**src/rtl/meally_main_fsm.sv**
```systemverilog
`default_nettype none
// +--------------------------------------------------------------------------+
// | Module   : meally_main_fsm                                                |
// | Brief    : Two-direction traffic phase FSM with A-priority override.      |
// |            Optional MEALLY_MAIN_DBG_STATE_EN adds the dbg_state port.     |
// | Revision : 1.0  initial release                                           |
// +--------------------------------------------------------------------------+
module meally_main_fsm (
  input  logic       A,
  input  logic       B,
  input  logic       CLK,
  input  logic       finished,
  output logic       AL,
  output logic       BL,
  output logic       D,
`ifdef MEALLY_MAIN_DBG_STATE_EN
  input  logic       RST,
  output logic [1:0] dbg_state
`else
  input  logic       RST
`endif
);

  localparam logic [1:0] S0 = 2'b00;
  localparam logic [1:0] S1 = 2'b01;
  localparam logic [1:0] S2 = 2'b10;
  localparam logic [1:0] S3 = 2'b11;

  logic [1:0] state_q;
  logic [1:0] state_d;
  logic       adv;

  // The timer only advances the cycle when no override request is pending.
  assign adv = finished & ~A & ~B;

  always_ff @(posedge CLK or negedge RST) begin
    if (!RST) begin
      state_q <= S0;
    end else begin
      state_q <= state_d;
    end
  end

  always_comb begin
    state_d = state_q;
    case (state_q)
      S0: begin
        if (adv)         state_d = S1;
        else if (B & ~A) state_d = S2;
      end
      S1: begin
        if (adv)         state_d = S2;
        else if (A)      state_d = S0;
      end
      S2: begin
        if (adv)         state_d = S3;
        else if (A)      state_d = S0;
      end
      S3: begin
        if (adv | A)     state_d = S0;
        else if (B)      state_d = S2;
      end
      default:           state_d = S0;
    endcase
  end

  // Outputs depend on the state register only, so inputs reach them one edge later.
  always_comb begin
    AL = 1'b0;
    BL = 1'b0;
    D  = 1'b0;
    case (state_q)
      S0:      begin AL = 1'b1; D = 1'b1; end
      S1:      D  = 1'b1;
      S2:      BL = 1'b1;
      default: ;
    endcase
  end

`ifdef MEALLY_MAIN_DBG_STATE_EN
  assign dbg_state = state_q;
`endif

endmodule
`default_nettype wire

```
**config.mk**
```make
export PLATFORM = sky130hd
export DESIGN_NAME = meally_main_fsm
export DESIGN_NICKNAME = d
export VERILOG_FILES = /design/src/rtl/meally_main_fsm.sv
export SDC_FILE = /design/constraint.sdc
export NUM_CORES = 1
export LEC_CHECK = 0
export CAP_MARGIN = 10
export CORE_AREA = 2 2 39 41
export DETAILED_ROUTE_END_ITERATION = 12
export DIE_AREA = 0 0 41 43
export SLEW_MARGIN = 20
export SYNTH_ARGS = -nofsm -noshare
export SYNTH_HDL_FRONTEND = slang
export SYNTH_SLANG_ARGS = --single-unit
```
**constraint.sdc**
```tcl
create_clock -name CLK -period 2.7 [get_ports CLK]
set_clock_uncertainty 0.2 [all_clocks]
set_input_delay 0.675 -clock CLK [delete_from_list [all_inputs] [get_ports CLK]]
set_output_delay 0.675 -clock CLK [all_outputs]
set_load 0.03 [all_outputs]
```
== Word level (Yosys, flattened, before mapping) ==
Cells that the tools add are included.
Widths: inputs -> output; s select.

* RAM bits: 0
* Input bits: 5
* Memories: 0
* Memory bits (read-only): 0
* Logic and storage cells: 26
* Bits in latches: 0
* Bits in registers: 2
* Output and inout port bits: 3

* Eq/ne operators: 5
* $add $sub $neg: 0
* Order comparisons: 0
* $mul: 0
* Multiplexer cells: 11
* Reduce and logical (&&, ||, !) cells: 3
* Div/mod/pow operators: 0
* Bitwise logic cells: 6
* Shift operators: 0

{| class="wikitable"
|+ Operator list
! cell !! number
|-
| $mux 2 || 7
|-
| $pmux 2 s4 || 1
|-
| $ne 3x3->1 const B || 2
|-
| $eq 2x2->1 const B || 2
|-
| $and 1x1->1 || 3
|-
| $mux 1 || 3
|-
| $eq 2x1->1 const B || 1
|-
| $logic_not 2->1 || 1
|-
| $not 1->1 || 2
|-
| $reduce_and 2->1 || 1
|-
| $reduce_or 2->1 || 1
|-
| $or 1x1->1 || 1
|}

== Depth between registers and ports, before layout ==
* Depth after elaboration: 6
* Mapped depth: 3
* Depth with buffers taken out: 3

== Least setup slack after synthesis ==
OpenSTA, ideal clock, no wires.

* Kind: reg2out
* Start point: register state_q[1]
* End point: output BL
* Required time: 1.825 ns
* Arrival: 0.990 ns
* Buffers on the path: 0
* Stages on the path, launching flop included: 3
* Path slack: 0.835 ns
* Cell sequence: dfrtp_1 > inv_1 > nor2_1

* Cells in the longest elaborated chain, start to end: 2

{| class="wikitable"
|+ RTL lines
! item !! line !! RTL
|-
| start, declared || 29 || <nowiki>logic [1:0] state_q;</nowiki>
|-
| start signal, assigned || 40 || <nowiki>state_q <= state_d;</nowiki>
|-
| $eq 2x2->1 || 72 || <nowiki>case (state_q)</nowiki>
|-
| $mux 1 || 72 ||
|-
| end, declared || 14 || <nowiki>output logic BL,</nowiki>
|}

Every way passes these cells.

== Final worst setup path ==
Ends and elaborated chain as after synthesis.

==> out/metrics.csv <==
metric,value,unit
crit path DAT,1.48,ns
grt total ovfl,0,
Hold Startpoint,state_q[0]$_DFFE_PN0P_,
Post-Synth Simple-Gate Area,0.1579,
number of global-route vias before repair,126,
R2R depth,3,
max-slew violation count,0,
adder-cell share of the synthesized area,0,
WHS Path Cells,1,
number of max-cap violations,0,
post-synthesis cell count,13,
CTS tree,built,
Final Util,0.1673,
drt pass-1 iters,1,
DRT iter0 DRCs,0,
TritonCTS buffer count,3,
Crit-path slowest cell,clkdlybuf4s50_1,
first-pass GRT wire length,503,µm
Die Area,1763,µm²
Layout area overhead,94.74,%
sequential element share of the synthesized area,0.4211,
unrepaired setup endpoints after global routing,no,
htree depth,1,
final setup vio count,0,
DRC violations left,0,
leakage,0.09524,nW
"top cells by count, synth","nor2_1 (3), a211oi_1 (2), dfrtp_1 (2), nand2_1 (2)",
Top Registers,state_q x2,
Post-CTS Hold Fix Bufs,0,
Top reg by flops,state_q,
peak supply drop,120.6,µV
Post-synth top flop,dfrtp_1,
Reg2Reg Launch Point,state_q[0]$_DFFE_PN0P_,
Compound-Gate Fraction of Synth Area,0.2316,
fraction of layout cells with a size suffix above 1,0.1739,
# diodes,0,
CP Capture Type,output port,
chip width,41,µm
Final Cycle Share,0.8712,
PortBufs,7,
top cell type's share of synthesized area,0.4211,
WHS Endpoint,state_q[1]$_DFFE_PN0P_,
crit path cell chain,inv_1 -> nor2_1 -> clkdlybuf4s50_1,
Worst path max stage delay,0.67,ns
Nets,30,
post_cts resized,0,
Yosys reg bits,2,
"FFs w/ async S/R, synth",1.000,
clock-pin slew on the worst setup and hold paths,0.03,ns
largest family of logic cells by synthesized area,compound AO/OA/AOI/OAI gates,
die height,43,µm
leading area contributor after synthesis,dfrtp_1,
IO Pins,8,
critical path peak fanout,5,
post-synthesis cell area,118.9,µm²
max reg flops,2,
mux cell area share after synthesis,0.08421,
largest net degree at the start of global routing,7,
type of origin of the critical path,flop,
Routed wire per std cell,7.667,µm
CTS root buf,clkbuf_4,
Post-synth EDFFs,0,
reg-to-reg endpoint,state_q[0]$_DFFE_PN0P_,
# Post-CTS Setup Buffers,0,
Routability Congestion,0.5033,
Yosys Warn Count,0,
clk_lat worst skew,0.22,ns
Synth area leaders,"dfrtp_1 (42%), a211oi_1 (13%), a211oi_2 (11%), nor2_1 (9.5%), mux2i_1 (8.4%)",
vias post-DR,125,
most frequent cell after synthesis,nor2_1,
flop2flop setup slack,1.57,ns
Avg Synthesized Cell Area,9.143,µm²
Core Region,1384,µm²
Post-DRT Antenna Nets,0,
post-layout min period,2.352,ns
FMAX,425.1,MHz
initial antenna violation count,0,
outcome,finished clean,
TNS Setup,0,ns
CTS sink count,2,
CP required,1.82,ns
total track usage,0.05311,
hold crit path type,flop to flop,
# fillers,155,
routed vias/inst,3.205,
post-synthesis net count,18,
starting density of the core,0.08590,
Yosys cell types,8,
Total Power,0.0001402,W
num rows,14,
DRT Wirelength,299,µm
Fin. Hold Viols,0,
crit path kind,flop to output port,
CTS max path bufs,2,
Slew @ Worst Pin,0.3011,ns
PD cells,605.9,nW/µm²
XOR/XNOR Fraction of Synth Area,0.07368,
Slew headroom,0.7986,
==> layer usage <==
layer | GRT usage | vias up | part of all wire | wire length [µm]
met5 | 0 | - | 0 | 0
met4 | 0.1000 | 0 | 0 | 0
met3 | 0.03141 | 0 | 0.11 | 33
met2 | 0.04688 | 7 | 0.38 | 114
met1 | 0.05431 | 50 | 0.50 | 150
li1 | - | 68 | - | -
==> critical path: cells and delay by family, from the launching register on <==
| family | cells | cell delay [ns] |
|---|---|---|
| and+or+nand+nor | 1 | 0.09 |
| DFF | 1 | 0.41 |
| buffers and inverters | 2 | 0.76 |
==> cell families (layout without fill, tap and decap cells) <==
| group | count (synthesis) | after routing |
|---|---|---|
| AOI/OAI and AO/OA | 3 | 3 |
| xor gates and xnor gates | 1 | 1 |
| buffers and inverters | 1 | 11 |
| DFF | 2 | 2 |
| muxes | 1 | 1 |
| and+or+nand+nor | 5 | 5 |
==> metrics by stage <==
step,cell area (µm²),hold WS (ns),worst slack (ns),cells
after floorplan,118.9,0.1794,0.8346,13
after global placement,209.0,0.3744,0.5978,36
after detailed placement,209.0,0.3828,0.5854,36
after CTS,231.5,0.3886,0.3365,39
after global routing,231.5,0.4069,0.2748,39
final,231.5,0.3812,0.3478,39
==> layout by cell type (no fill, tap or decap) <==
cell             instances
nor2_1                   3
dfrtp_1                  2
inv_1                    1
nand2_1                  2
a211oi_2                 1
clkdlybuf4s50_1          7
mux2i_1                  1
a211oi_1                 2
xor2_1                   1
clkbuf_4                 3
==> power breakdown <==
group | internal [W] | switching, W | total, W
Combinational | 0.0000179 | 0.0000187 | 0.0000366
Sequential | 0.0000328 | 0.00000405 | 0.0000368
Clock | 0.0000491 | 0.0000177 | 0.0000668
==> final cells by class <==
class / count / area [µm²] / share of cell area
tap: 16 / 20.02 / 0.08649
multi-input combinational: 10 / 65.06 / 0.2811
inverter: 1 / 3.754 / 0.01622
sequential: 2 / 50.05 / 0.2162
clock buffer: 3 / 22.52 / 0.09730
timing repair buffer: 7 / 70.07 / 0.3027
==> worst max path at each step <==
stage	startpoint	to	slack (ns)	depth (start not counted)
final	state_q[1]$_DFFE_PN0P_	BL	0.35	3
after global routing	state_q[1]$_DFFE_PN0P_	BL	0.27	3
after CTS	state_q[1]$_DFFE_PN0P_	BL	0.34	3
after detailed placement	state_q[1]$_DFFE_PN0P_	BL	0.59	3
after global placement	state_q[1]$_DFFE_PN0P_	BL	0.60	3
after floorplan	state_q[1]$_DFFE_PN0P_	BL	0.83	2
Note: power is estimated with default switching activity, not from simulation.
